--- config.mk ---
export PLATFORM = sky130hd
export DESIGN_NAME = ldst_ctrl_fsm
export DESIGN_NICKNAME = d
export VERILOG_FILES = /design/src/rtl/ldst_pkg.sv /design/src/rtl/ldst_wait_timer.sv /design/src/rtl/ldst_ctrl_fsm.sv
export SDC_FILE = /design/constraint.sdc
export NUM_CORES = 1
export LEC_CHECK = 0
export ABC_AREA = 0
export ABC_CLOCK_PERIOD_IN_PS = 2500
export BUFFER_PORTS_ARGS = -buffer_cell sky130_fd_sc_hd__buf_2
export CORE_ASPECT_RATIO = 1.2
export CORE_MARGIN = 3
export CORE_UTILIZATION = 51
export DETAILED_ROUTE_END_ITERATION = 12
export PLACE_DENSITY = 0.8
export RECOVER_POWER = 100
export SYNTH_ARGS = -nofsm -noshare
export SYNTH_HDL_FRONTEND = slang
export SYNTH_SLANG_ARGS = --single-unit
--- constraint.sdc ---
create_clock -name clk -period 2.5 [get_ports clk]
set_input_delay 0.125 -clock clk [delete_from_list [all_inputs] [get_ports clk]]
set_output_delay 0.125 -clock clk [all_outputs]
set_load 0.005 [all_outputs]
--- src/rtl/ldst_pkg.sv ---
// Shared definitions for the load/store sequencer.
//   state_t        : sequencer state encoding
//   DEF_LOAD_OPC   : default load opcode value
//   DEF_STORE_OPC  : default store opcode value
//   cnt_width()    : bits needed for a wait counter that runs 0..timeout-1
package ldst_pkg;

   typedef enum logic [2:0] {
      S_IDLE = 3'd0,
      S_ADDR = 3'd1,
      S_DATA = 3'd2,
      S_MEM  = 3'd3,
      S_WB   = 3'd4,
      S_DONE = 3'd5
   } state_t;

   localparam int unsigned DEF_LOAD_OPC  = 11;
   localparam int unsigned DEF_STORE_OPC = 12;

   function automatic int unsigned cnt_width(input int unsigned timeout);
      return (timeout > 1) ? $clog2(timeout) : 1;
   endfunction

endpackage

--- src/rtl/ldst_wait_timer.sv ---
// Bounded wait counter for a bus master.
//   clk, reset : clock, asynchronous active-high reset
//   clear      : synchronous clear to zero (has priority over enable)
//   enable     : count one cycle
//   expired    : counter currently holds TIMEOUT-1 (last allowed wait cycle)
module ldst_wait_timer
   import ldst_pkg::*;
#(
   parameter  int unsigned TIMEOUT = 15,
   localparam int unsigned CNT_W   = cnt_width(TIMEOUT)
) (
   input  logic clk,
   input  logic reset,
   input  logic clear,
   input  logic enable,
   output logic expired
);

   logic [CNT_W-1:0] count;

   always_ff @(posedge clk or posedge reset) begin
      if (reset)       count <= '0;
      else if (clear)  count <= '0;
      else if (enable) count <= count + CNT_W'(1);
   end

   assign expired = (count == CNT_W'(TIMEOUT - 1));

endmodule

--- src/rtl/ldst_ctrl_fsm.sv ---
// Load/store sequencer between instruction decoder, register file and memory bus.
// Owns MAR/MDR, forms base+offset addresses, bounds the wait on mem_mfc.
//   start/opcode/rd_idx/ra_idx/offset : request, sampled when accepted in IDLE
//   rf_raddr/rf_rdata                 : combinational register file read port
//   rf_we/rf_waddr/rf_wdata           : register file write port (load writeback)
//   mem_en/mem_rw/mem_addr/mem_wdata  : memory request (mem_rw 1 = read)
//   mem_rdata/mem_mfc                 : memory response
//   busy/done/err                     : status; done pulses once per operation
// All outputs decode registered state only.
module ldst_ctrl_fsm
   import ldst_pkg::*;
#(
   parameter int unsigned DATA_W    = 16,
   parameter int unsigned ADDR_W    = 16,
   parameter int unsigned REG_AW    = 4,
   parameter int unsigned OPC_W     = 4,
   parameter int unsigned LOAD_OPC  = DEF_LOAD_OPC,
   parameter int unsigned STORE_OPC = DEF_STORE_OPC,
   parameter int unsigned TIMEOUT   = 15
) (
   input  logic              clk,
   input  logic              reset,
   input  logic              start,
   input  logic [OPC_W-1:0]  opcode,
   input  logic [REG_AW-1:0] rd_idx,
   input  logic [REG_AW-1:0] ra_idx,
   input  logic [ADDR_W-1:0] offset,
   output logic [REG_AW-1:0] rf_raddr,
   input  logic [DATA_W-1:0] rf_rdata,
   output logic              rf_we,
   output logic [REG_AW-1:0] rf_waddr,
   output logic [DATA_W-1:0] rf_wdata,
   output logic              mem_en,
   output logic              mem_rw,
   output logic [ADDR_W-1:0] mem_addr,
   output logic [DATA_W-1:0] mem_wdata,
   input  logic [DATA_W-1:0] mem_rdata,
   input  logic              mem_mfc,
   output logic              busy,
   output logic              done,
   output logic              err
);

   state_t            state_q, state_d;
   logic [OPC_W-1:0]  opc_q;
   logic [REG_AW-1:0] rd_q, ra_q;
   logic [ADDR_W-1:0] off_q, mar_q;
   logic [DATA_W-1:0] mdr_q;
   logic              err_q;
   logic              is_load, legal_in;
   logic              tmr_clear, tmr_en, tmr_expired;

   assign is_load  = (opc_q == OPC_W'(LOAD_OPC));
   assign legal_in = (opcode == OPC_W'(LOAD_OPC)) || (opcode == OPC_W'(STORE_OPC));

   // Held at zero outside MEM so every MEM visit starts counting from 0.
   assign tmr_clear = (state_q != S_MEM);
   assign tmr_en    = (state_q == S_MEM) && !mem_mfc && !tmr_expired;

   ldst_wait_timer #(
      .TIMEOUT (TIMEOUT)
   ) u_timer (
      .clk     (clk),
      .reset   (reset),
      .clear   (tmr_clear),
      .enable  (tmr_en),
      .expired (tmr_expired)
   );

   always_ff @(posedge clk or posedge reset) begin
      if (reset) state_q <= S_IDLE;
      else       state_q <= state_d;
   end

   always_comb begin
      state_d = state_q;
      case (state_q)
         S_IDLE: if (start) state_d = legal_in ? S_ADDR : S_DONE;
         S_ADDR: state_d = is_load ? S_MEM : S_DATA;
         S_DATA: state_d = S_MEM;
         S_MEM: begin
            // MFC wins over expiry, so a response in the last allowed cycle succeeds.
            if (mem_mfc)          state_d = is_load ? S_WB : S_DONE;
            else if (tmr_expired) state_d = S_DONE;
         end
         S_WB:   state_d = S_DONE;
         S_DONE: state_d = S_IDLE;
         default: state_d = S_IDLE;
      endcase
   end

   always_ff @(posedge clk or posedge reset) begin
      if (reset) begin
         opc_q <= '0;
         rd_q  <= '0;
         ra_q  <= '0;
         off_q <= '0;
         mar_q <= '0;
         mdr_q <= '0;
         err_q <= 1'b0;
      end else begin
         case (state_q)
            S_IDLE: begin
               if (start) begin
                  opc_q <= opcode;
                  rd_q  <= rd_idx;
                  ra_q  <= ra_idx;
                  off_q <= offset;
                  err_q <= !legal_in;
               end
            end
            S_ADDR: mar_q <= rf_rdata[ADDR_W-1:0] + off_q;
            S_DATA: mdr_q <= rf_rdata;
            S_MEM: begin
               if (mem_mfc) begin
                  if (is_load) mdr_q <= mem_rdata;
               end else if (tmr_expired) begin
                  err_q <= 1'b1;
               end
            end
            default: ;
         endcase
      end
   end

   assign rf_raddr  = (state_q == S_DATA) ? rd_q : ra_q;
   assign rf_we     = (state_q == S_WB);
   assign rf_waddr  = rd_q;
   assign rf_wdata  = mdr_q;
   assign mem_en    = (state_q == S_MEM);
   assign mem_rw    = (state_q == S_MEM) && is_load;
   assign mem_addr  = mar_q;
   assign mem_wdata = mdr_q;
   assign busy      = (state_q != S_IDLE);
   assign done      = (state_q == S_DONE);
   assign err       = err_q;

endmodule

# Word level (Yosys, flattened, before mapping)
# Index checks and enable logic that the tools add are counted.
[classes] muxes=17 n_eq_ne=16 addsub=2 reduce_logical=16
[ops] op="16-bit 2-to-1 mux" n=2
[ops] op="16-bit case mux with 2 select lines" n=1
[ops] op="16-bit adder" n=1
[ops] op="4-bit equality test, second input constant" n=4
[ops] op="3-bit case mux with 5 select lines" n=1
[ops] op="3-bit 2-to-1 mux" n=4
[ops] op="4-bit 2-to-1 mux" n=3
[ops] op="3-bit by 2-bit equality test with 1-bit output, second input constant" n=2
[ops] op="3-bit equality test, second input constant" n=2
[ops] op="2-bit by 1-bit != test with 1-bit output, second input constant" n=3
[ops] op="2-bit nonzero test" n=3
[ops] op="1-bit 2-to-1 mux" n=5
[ops] op="4-bit by 1-bit adder with 4-bit output, second input constant" n=1
[ops] op="2-bit != test, second input constant" n=2
[ops] op="2-bit AND reduction" n=2
[ops] op="4-bit AND reduction" n=1
[ops] op="3-bit by 1-bit equality test with 1-bit output, second input constant" n=1
[ops] op="1-bit logical AND" n=3
[ops] op="1-bit zero test" n=3
[ops] op="3-bit zero test" n=1
[ops] op="3-bit by 1-bit != test with 1-bit output, second input constant" n=1
[ops] op="3-bit by 2-bit != test with 1-bit output, second input constant" n=1
[ops] op="3-bit AND reduction" n=1
[ops] op="3-bit nonzero test" n=1
[ops] op="2 further kinds" n=2
[totals] elab_cells=60 inputBits=64 reg_bits=68

# Longest topological paths before layout
# Gate-level depths: netlist (run 1).
[depth] ltp_word=5 ltp_mapped=7

# Hierarchy
# From an unflattened synthesis (run 1), not the netlist that was laid out.
[unflattened] cells_unflattened=354 area_unflattened_um2=3747.3
[by_module_without_submodules] module="ldst_ctrl_fsm" cells_per_inst=334 area_each_um2=3530.9 instances=1
[by_module_without_submodules] module="ldst_wait_timer" cells_per_inst=20 area_each_um2=216.5 instances=1

# Worst setup path before layout (run 1)
# OpenSTA, ideal clock, no wires.
[synth_timing] path_kind="register to register" startpoint="reg off_q[0]" endpoint="reg mar_q[14] (netlist: mem_addr[14])" t_arrival_ns=1.938 slack_ns=0.466 path_buffers=0 setup_time_ns=0.095 path_stages_with_launch=8 path_cell_list="dfrtp_1 -> ha_1 -> fa_1 -> a21oi_1 -> o211ai_1 -> and3_1 -> o31a_1 -> o31ai_1"
[synth_via] elab_chain_cells=1
[synth_lines] element="start: declaration" line_no="ldst_ctrl_fsm.sv:47" source="logic [ADDR_W-1:0] off_q, mar_q;"
[synth_lines] element="start signal: assignment" line_no="ldst_ctrl_fsm.sv:108" source="off_q <= offset;"
[synth_lines] element="16-bit adder" line_no="ldst_ctrl_fsm.sv:112" source="S_ADDR: mar_q <= rf_rdata[ADDR_W-1:0] + off_q;"
[synth_lines] element="end signal: assignment" line_no="ldst_ctrl_fsm.sv:112"
[synth_lines] element="end: declaration" line_no="ldst_ctrl_fsm.sv:47"
# Every way passes these cells.
# A chain may end at the register's enable or synchronous reset.

# Worst setup path after layout (run 1)
# Same ends and word-level chain as after synthesis.

==> out/qor.yml, run 1 <==
grt_pass1_wl_um: 15100
crit_type: "reg2reg"
dr.pass1.iters: 4
cts.sinks: 68
vias: 3128
period_share_pct: 91.1
synth_enable_flop_cells: 0
fillerInstances: 645
seq_area_um2: 1700
gr-total-overflow: 0
place_inst: 557
critPathRequiredTime_ps: 2740
outcome: "finished clean"
crit-reg2reg-launch: "off_q[0]"
multi_input_area_um2: 1870
area_growth_pct: 18.4
grt_pass1_vias: 3257
fin_util_pct: 62.5
worstHoldStart: "offset[14]"
ant_nets: 0
critPathLaunch: "off_q[0]"
vdd_drop_max_uv: 686
drc_errors: 0
ys_ff_latch: 68
viasPerCell: 5.45
antenna_found_initial: 1
worstHoldPathType: "in2reg"
insertion_delay_ps: 330
drtIter0Drc: 135
powerDensity_nw_per_um2: 1270
final.setup.tns_ps: 0
final_cells: 574
ys_warn_count: 0
max_slew_margin_pct: 22.2
final.min_clock_period_ps: 2280
numCtsBuffers: 9
start_kind: "register"
grt_use_total_pct: 22.2
diodes: 0
dieArea_um2: 8650
dp_slack_ps: 218
initial_core_util_pct: 52.8
reg2reg_depth: 7
setup_slack_ps: 222
rsz0062_at_grt: "false"
die_y_um: 101
hold_viol: 0
syn_nets: 453
ys.flop_type: "dfrtp_1"
ys_types: 52
worstPathMaxFanout: 4
clock.fmax_ghz: 0.439
maxSlewViolCount: 0
rows: 34
ys_seq_area_share_pct: 44.1
dieWidth_um: 85.4
cts_tree: "yes"
post_drt_wl_per_cell_um: 16.2
r2r_end: "mem_addr[14]"
syn_area_per_cell_um2: 10.4
clk_pin_slew_worst_paths_ps: 70
min_to: "off_q[14]"
nNetsFinal: 561
numPortBuffers: 125
drive_gt1_share_pct: 33.5
synthCells: 371
timing.critical_path.arrival_ps: 2520
synth_area_um2: 3860
finalSetupViolCount: 0
skew_ps: 6.05
post_cts_resized: 0
grt_max_degree: 39
ios: 126
worstHoldPathCells: 2
place_congestion: 0.864
root_buffer: "clkbuf_8"
p_leak_nw: 2.30
whs_ps: 15.3
core_area_um2: 7320
synth-async-reset-ratio_pct: 100
place_hpwl_um: 7220
worst_slew_pin_slew_ps: 1170
clockBufferDepth: 2
finalWirelength_um: 9320
endpoint_kind: "register"
r2r_slack_ps: 220
htree_levels: 3
drv_cap: 0
-- synthesized netlist by cell type (2+ instances only) --
| cell type | number | share of area, % |
|---|---|---|
| buf_2 | 5 | 0.65 |
| o31a_1 | 3 | 0.68 |
| a211oi_2 | 2 | 0.65 |
| xor2_1 | 9 | 2.0 |
| nor2_1 | 17 | 1.7 |
| o211ai_1 | 2 | 0.39 |
| mux2_2 | 29 | 8.5 |
| a21o_1 | 4 | 0.78 |
| nand4_1 | 3 | 0.49 |
| ha_1 | 17 | 5.5 |
| a211oi_1 | 3 | 0.58 |
| buf_4 | 17 | 3.3 |
| and3_1 | 4 | 0.65 |
| nor3_1 | 8 | 1.0 |
| and2_1 | 3 | 0.49 |
| nand2_1 | 46 | 4.5 |
| dfrtp_1 | 68 | 44 |
| clkbuf_1 | 7 | 0.68 |
| o31ai_1 | 3 | 0.58 |
| nand3_1 | 5 | 0.65 |
| o21a_1 | 5 | 0.97 |
| a31oi_1 | 4 | 0.65 |
| a21oi_1 | 16 | 2.1 |
| inv_1 | 8 | 0.78 |
| xnor2_1 | 3 | 0.68 |
| o21ai_0 | 31 | 4.0 |
| buf_6 | 3 | 0.88 |
| buf_12 | 2 | 1.0 |
| mux2i_1 | 17 | 4.4 |
| o21bai_1 | 2 | 0.39 |
| nor2b_1 | 2 | 0.32 |
| mux2_1 | 3 | 0.88 |
-- registers in the layout (all words and copies together) (netlist names) --
signal	cells
err	1
mem_addr	16
mem_wdata	16
off_q	16
opc_q	4
ra_q	4
rf_waddr	4
state_q	3
u_timer.count	4
-- report_power, final --
group / total [W] / switching, W / leakage, nW / internal [W]
Combinational: 0.00283 / 0.00151 / 1.35 / 0.00132
Sequential: 0.00200 / 0.000368 / 0.830 / 0.00163
Clock: 0.000994 / 0.000409 / 0.113 / 0.000585
Total: 0.00582 / 0.00229 / 2.30 / 0.00353
-- logic make-up after synthesis --
group                      count (synthesis)  synth area share (%)
AOI/OAI and AO/OA                         86                  14.5
xor gates and xnor gates                  12                  2.72
adders and majority gates                 18                  6.03
buffers and inverters                     42                  7.33
DFF                                       68                  44.1
muxes                                     49                  13.7
and+or+nand+nor                           96                  11.6
-- critical path: stages, from the launching register on --
cell	delay (ps)
dfrtp_1	380
ha_1	230
fa_1	420
a21oi_1	270
o211ai_1	200
and3_1	230
o31a_1	270
o31ai_1	180
-- metrics by stage --
step | power, W | instance area [µm²]
2_1_floorplan | 0.00414 | 3860
3_3_place_gp | 0.00477 | 4400
3_5_place_dp | 0.00492 | 4400
4_1_cts | 0.00593 | 4620
5_1_grt | 0.00632 | 4570
6_report | 0.00582 | 4570
-- worst max path at each step --
stage | cells past startpoint | endpoint
global route | 4 | mem_addr[0]
finish | 7 | mem_addr[14]
CTS | 7 | mem_addr[14]
floorplan | 7 | mem_addr[14]
global placement | 7 | mem_addr[14]
detailed placement | 7 | mem_addr[14]
-- cell usage in the layout (no fill, tap or decap), types with 2 or more instances in the layout --
master       n
a21o_1       4
and2_0       2
inv_1        8
nor2_1      17
nand4_1      3
dfrtp_1     68
o31ai_1      3
o21ai_0     32
clkbuf_2     2
nand3_1      5
nor2b_1      2
o211ai_1     2
bufinv_16    2
o31a_1       3
buf_2      108
nor3_1       8
xor2_1       9
ha_1        17
o21bai_1     2
mux2i_1     17
clkinv_2     3
xnor2_1      3
a31oi_1      4
mux2_1       3
clkbuf_1    19
clkbuf_8    10
a21oi_1     16
o21a_1       5
and3_1       4
mux2_2      29
nand2_1     46
a211oi_1     4
-- cell type report --
class | count | share of cell area (%)
inverter | 8 | 0.657
tap | 90 | 2.46
sequential | 68 | 37.2
clock inverter | 5 | 1.64
multi-input combinational | 261 | 40.9
timing repair buffer | 131 | 14.0
clock buffer | 11 | 3.09
-- repair_timing --
action,in CTS,in global routing
setup buffers,0,0
setup endpoints to repair,0,0
endpoints found under the hold margin,30,0
hold buffers,1,0
-- metal layers --
metal	track usage, %	share of wire, %	vias to the layer above
li1	-	-	1517
met1	25.0	39	1469
met2	40.3	51	124
met3	5.29	8.1	16
met4	8.89	1.8	2
met5	0	0.097	-
(Power assumes the default switching activity.)
==> run 2: changes to the inputs <==
- PLACE_DENSITY: 0.8 -> 0.9
==> run 2 against run 1 <==
Effect of this change: the run now ends with max-capacitance violations, max-slew violations left; largest power group unchanged; sequential power about the same; global-route usage decreased by 0.74 points; clock skew increased by 4.2 ps; flip-flop and latch count unchanged; worst hold slack got worse by 2.6 ps; clock-buffer cell count up 2; wire length decreased by 3.7%; register-to-register slack improved by 30 ps; setup slack better by 30 ps; non-clock buffer count grew 4; total power up 0.35%; clock power grew 6%.
==> out/qor.yml, run 2 (synthesis results as in run 1) <==
ant_nets: 0  # unchanged
finalWirelength_um: 8980  # -3.7%
crit_type: "reg2reg"
initial_core_util_pct: 52.8  # unchanged
period_share_pct: 90.0  # -1.2 points
place_hpwl_um: 6900  # -4.5%
htree_levels: 3  # unchanged
maxSlewViolCount: 69  # +69
drive_gt1_share_pct: 32.0  # -1.5 points
clk_pin_slew_worst_paths_ps: 70  # about the same
worst_slew_pin_slew_ps: 1670  # +505 ps
area_growth_pct: 19.5
nNetsFinal: 565  # +0.71%
grt_pass1_wl_um: 14700  # -2.8%
clockBufferDepth: 2  # unchanged
gr-total-overflow: 0  # unchanged
crit_chain: "ha_1, fa_1, a21oi_1, o211ai_1, and3_1, o31a_1, o31ai_1"
critPathRequiredTime_ps: 2740  # about the same
rsz0062_at_grt: "false"
numCtsBuffers: 9  # unchanged
diodes: 0  # unchanged
die_y_um: 101  # unchanged
layout.cells.most_common_list: "buf_2, dfrtp_1, nand2_1, o21ai_0, mux2_2"
antenna_found_initial: 0  # -1
path_buf_inv: 0  # unchanged
skew_ps: 10.3  # +4.21 ps
dr.pass1.iters: 4  # unchanged
viasPerCell: 5.48  # +0.51%
p_leak_nw: 2.30  # about the same
final.setup.tns_ps: 0  # unchanged
grt_max_degree: 69  # +77%
rows: 34  # unchanged
power_w: 0.00584  # +0.35%
crit_path_top_delay_cell: "fa_1"
violations: "max-capacitance violations, max-slew violations"
finalSetupViolCount: 0  # unchanged
insertion_delay_ps: 350  # +20 ps
outcome: "finished with violations"
powerDensity_nw_per_um2: 1270  # -0.55%
drtIter0Drc: 114  # -16%
endpoint_kind: "register"
timing.critical_path.arrival_ps: 2490  # -30 ps
cp_top_family: "compound AO/OA/AOI/OAI gates"
worstHoldPathType: "in2reg"
final_common_cell: "buf_2"
max_slew_margin_pct: -11.4  # -34 points
ios: 126  # unchanged
worstPathMaxFanout: 4  # unchanged
dpl_cell_area_um2: 4390  # -0.11%
whs_ps: 12.7  # -2.60 ps
clock.fmax_ghz: 0.445  # +1.3%
place_congestion: 0.924  # +6.9%
drv_cap: 1  # +1
root_buffer: "clkbuf_8"
numPortBuffers: 125  # unchanged
critPathMaxStageDelay_ps: 410  # about the same
fin_util_pct: 63.0  # +0.56 points
vdd_drop_max_uv: 664  # -3.2%
drc_errors: 0  # unchanged
dieArea_um2: 8650  # unchanged
grt_pass1_vias: 3262  # +0.15%
dieWidth_um: 85.4  # unchanged
post_drt_wl_per_cell_um: 15.5  # -4.4%
vias: 3166  # +1.2%
postCtsSetupRepairBufs: 0  # unchanged
grt_use_total_pct: 21.5  # -0.74 points
cts.sinks: 68  # unchanged
cts_tree: "yes"
fin_area_um2: 4610  # +0.90%
start_kind: "register"
final.min_clock_period_ps: 2250  # -29.6 ps
hold_viol: 0  # unchanged
core_area_um2: 7320  # unchanged
run 2: changes by cell type in the layout (fill, tap and decap cells not counted), sizes merged:
cell / delta
clkbuf: +10
clkinvlp: +1
buf: -7
clkinv: -3
dlygate4sd3: +3
run 2: layer usage:
layer | wire (µm) | GRT usage [%] | vias to the layer above | part of all wire [%]
met5 | 0 | 0 | - | 0
met4 | 302 | 11.4 | 0 | 3.4
met3 | 658 | 4.80 | 22 | 7.3
met2 | 4480 | 38.8 | 126 | 50
met1 | 3540 | 23.3 | 1489 | 39
li1 | - | - | 1529 | -
run 2: final timing paths:
| path | startpoint | to | slack, ps | cells past startpoint |
|---|---|---|---|---|
| setup / recovery | off_q[0] | mem_addr[14] | 250 | 7 |
| hold / removal | offset[8] | off_q[8] | 10 | 2 |
| setup reg to reg | off_q[0] | mem_addr[14] | 250 | 7 |
| hold reg to reg | mem_addr[5] | mem_addr[5] | 480 | 2 |
| max in group asynchronous | reset | mem_addr[11] | 1140 | 3 |
| min in group asynchronous | reset | ra_q[0] | 360 | 3 |
run 2: worst register-to-register path: cells and delay by family, from the launching register on:
family,cells,cell delay [ps]
AND/OR/NAND/NOR,1,240
flip-flops,1,380
AO/OA/AOI/OAI,4,900
adder cells (fa/ha/maj),2,630
run 2: repair_timing:
action / 4_1_cts / 5_1_grt
gates resized for setup: 0 / 0
endpoints found under the hold margin: 4 / 0
hold buffers: 4 / 0
run 2: cell type report:
class / count / area, µm²
flip-flops and latches: 68 / 1700
multi-input cells: 261 / 1860
clock inverters: 3 / 67.6
inverters: 8 / 30.0
repair buffers: 135 / 668
clock buffers: 13 / 169
well taps: 90 / 113
fillers: 625 / 2710
run 2: where the power goes:
| group | leakage, nW | internal, W | switching [W] | total, W |
|---|---|---|---|---|
| clock network | 0.116 | 0.000644 | 0.000410 | 0.00105 |
| registers | 0.830 | 0.00163 | 0.000368 | 0.00200 |
| logic | 1.35 | 0.00130 | 0.00148 | 0.00279 |
| total | 2.30 | 0.00358 | 0.00226 | 0.00584 |
run 2: per-stage QoR:
stage	cells	setup slack, ps
after detailed placement	558	280
after global routing	578	156
final	578	251
after floorplan	371	466
after CTS	578	266
after global placement	558	335
==> run 3: changes to the inputs <==
- CORE_ASPECT_RATIO: 1.2 -> 0.8
==> run 3 against run 2 <==
Effect of this change: the run now ends clean; non-clock buffer count grew 2; global-route usage shrank 0.41 points; core utilization grew 1.7 points; setup slack lost 2.0 ps; maximum frequency is essentially flat; register-to-register slack is essentially flat.
==> out/qor.yml, run 3 (synthesis results as in run 1) <==
outcome: "finished clean"
hold_viol: 0  # unchanged
worstHoldPathType: "in2reg"
comb_power_share_pct: 48.5  # +0.8 points
root_buffer: "clkbuf_8"
nNetsFinal: 567  # +0.35%
final_cells: 577  # -0.17%
worstPathMaxFanout: 4  # unchanged
drv_cap: 0  # -1
drive_gt1_share_pct: 30.2  # -1.8 points
clockBufferDepth: 2  # unchanged
cts_tree: "yes"
drc_errors: 0  # unchanged
worstHoldPathCells: 2  # unchanged
htree_levels: 3  # unchanged
viasPerCell: 5.56  # +1.4%
clk_pin_slew_worst_paths_ps: 80  # about the same
r2r_end: "mem_addr[14]"
place_hpwl_um: 7020  # +1.9%
numPortBuffers: 125  # unchanged
fillerInstances: 616  # -1.4%
drtIter0Drc: 148  # +30%
ant_nets: 0  # unchanged
postCtsSetupRepairBufs: 0  # unchanged
dp_slack_ps: 260  # -19.9 ps
skew_ps: 15.1  # +4.82 ps
final_common_cell: "buf_2"
start_kind: "register"
reg2reg_depth: 7  # unchanged
min_to: "rf_waddr[0]"
antenna_found_initial: 0  # unchanged
p_leak_nw: 2.26  # -1.5%
worst_slew_pin_slew_ps: 1160  # -509 ps
critPathRequiredTime_ps: 2740  # about the same
grt_pass1_wl_um: 14500  # -1.3%
p_sw_share_pct: 40.1  # +1.4 points
timing.critical_path.arrival_ps: 2490  # about the same
cts.sinks: 68  # unchanged
place_congestion: 0.795  # -14%
die_y_um: 83.8  # -17%
final.min_clock_period_ps: 2250  # +1.97 ps
seqPwrFrac_pct: 34.3  # about the same
dieWidth_um: 103  # +21%
gr-total-overflow: 0  # unchanged
ios: 126  # unchanged
post_cts_resized: 0  # unchanged
numCtsBuffers: 9  # unchanged
layout.cells.most_common_list: "buf_2, dfrtp_1, nand2_1, clkbuf_1, o21ai_0"
grt_use_total_pct: 21.0  # -0.41 points
p_clk_share_pct: 17.2  # -0.8 points
clock.fmax_ghz: 0.444  # about the same
intPower_w: 0.00349  # -2.5%
endpoint_kind: "register"
dr.pass1.iters: 4  # unchanged
post_drt_wl_per_cell_um: 15.8  # +1.5%
rows: 27  # -21%
period_share_pct: 90.0  # about the same
p_switching_w: 0.00234  # +3.4%
finalSetupViolCount: 0  # unchanged
crit_chain: "ha_1, fa_1, a21oi_1, o211ai_1, and3_1, o31a_1, o31ai_1"
r2r_slack_ps: 250  # about the same
place_inst: 557  # -0.18%
initial_core_util_pct: 54.4  # +1.7 points
power_w: 0.00583  # -0.24%
max_slew_margin_pct: 22.5  # +34 points
maxSlewViolCount: 0  # -100%
worstHoldStart: "rd_idx[0]"
crit_type: "reg2reg"
vdd_drop_max_uv: 569  # -14%
diodes: 0  # unchanged
setup_slack_ps: 249  # -1.97 ps
final.setup.tns_ps: 0  # unchanged
grt_pass1_vias: 3121  # -4.3%
insertion_delay_ps: 350  # about the same
critPathMaxStageDelay_ps: 400  # about the same
finalWirelength_um: 9100  # +1.3%
powerDensity_nw_per_um2: 1270  # +0.19%
grt_max_degree: 31  # -55%
rsz0062_at_grt: "false"
crit_path_top_delay_cell: "fa_1"
vias: 3206  # +1.3%
core_area_um2: 7090  # -3.0%
area_growth_pct: 19.0
crit-reg2reg-launch: "off_q[0]"
dieArea_um2: 8650  # about the same
## run 3: cell count changes in the layout (fill, tap and decap cells not counted), sizes merged
| cell | previous run | this run |
|---|---|---|
| clkinv | 0 | 3 |
| clkbuf | 41 | 48 |
| inv | 8 | 9 |
| buf | 103 | 94 |
## run 3: layer usage
metal  vias to the layer above  share of wire [%]  track usage, %
met5                         -                  0               0
met4                         0               0.88            5.06
met1                      1519                 44            27.7
met2                       142                 47            34.2
li1                       1536                  -               -
met3                         9                8.4            5.76
## run 3: power groups by stage
stage | Clock [W] | Combinational (W) | Sequential [W]
4_1_cts | 0.00102 | 0.00295 | 0.00200
2_1_floorplan | 0 | 0.00220 | 0.00194
3_3_place_gp | 0 | 0.00283 | 0.00197
6_report | 0.00100 | 0.00283 | 0.00200
3_5_place_dp | 0 | 0.00293 | 0.00201
5_1_grt | 0.00107 | 0.00317 | 0.00208
## run 3: repair_timing
item | CTS | global route
setup endpoints to repair | 0 | 0
hold endpoints to repair | 19 | 1
hold buffers | 3 | 1
## run 3: final cells by class
| cell class | count | area (µm²) | area share, % |
|---|---|---|---|
| well taps | 87 | 109 | 2.37 |
| repair buffers | 137 | 666 | 14.5 |
| inverters | 8 | 30.0 | 0.654 |
| clock inverters | 7 | 98.8 | 2.15 |
| flip-flops and latches | 68 | 1700 | 37.1 |
| multi-input cells | 261 | 1860 | 40.6 |
| clock buffers | 9 | 124 | 2.70 |
## run 3: per-stage QoR
| step | util, % | instance area (µm²) | hold slack, ps |
|---|---|---|---|
| 2_1_floorplan | - | 3860 | 260 |
| 3_3_place_gp | 62.0 | 4400 | 130 |
| 3_5_place_dp | 62.0 | 4400 | 133 |
| 4_1_cts | 65.6 | 4650 | 3.83 |
| 5_1_grt | 64.7 | 4590 | 2.15 |
| 6_report | 64.7 | 4590 | 12.1 |
## run 3: critical path, delay by kind of cell (launching register included)
kind / cells / cell delay, ps
AO/OA/AOI/OAI: 4 / 910
adder cells (fa/ha/maj): 2 / 620
flip-flops: 1 / 380
AND/OR/NAND/NOR: 1 / 240
## run 3: how the worst max path moves through the flow
stage | startpoint | endpoint | slack (ps) | depth (start not counted)
4_1_cts | off_q[0] | mem_addr[14] | 220 | 7
3_3_place_gp | off_q[0] | mem_addr[14] | 320 | 7
5_1_grt | off_q[0] | mem_addr[14] | 60 | 7
2_1_floorplan | off_q[0] | mem_addr[14] | 470 | 7
6_report | off_q[0] | mem_addr[14] | 250 | 7
3_5_place_dp | off_q[0] | mem_addr[14] | 260 | 7
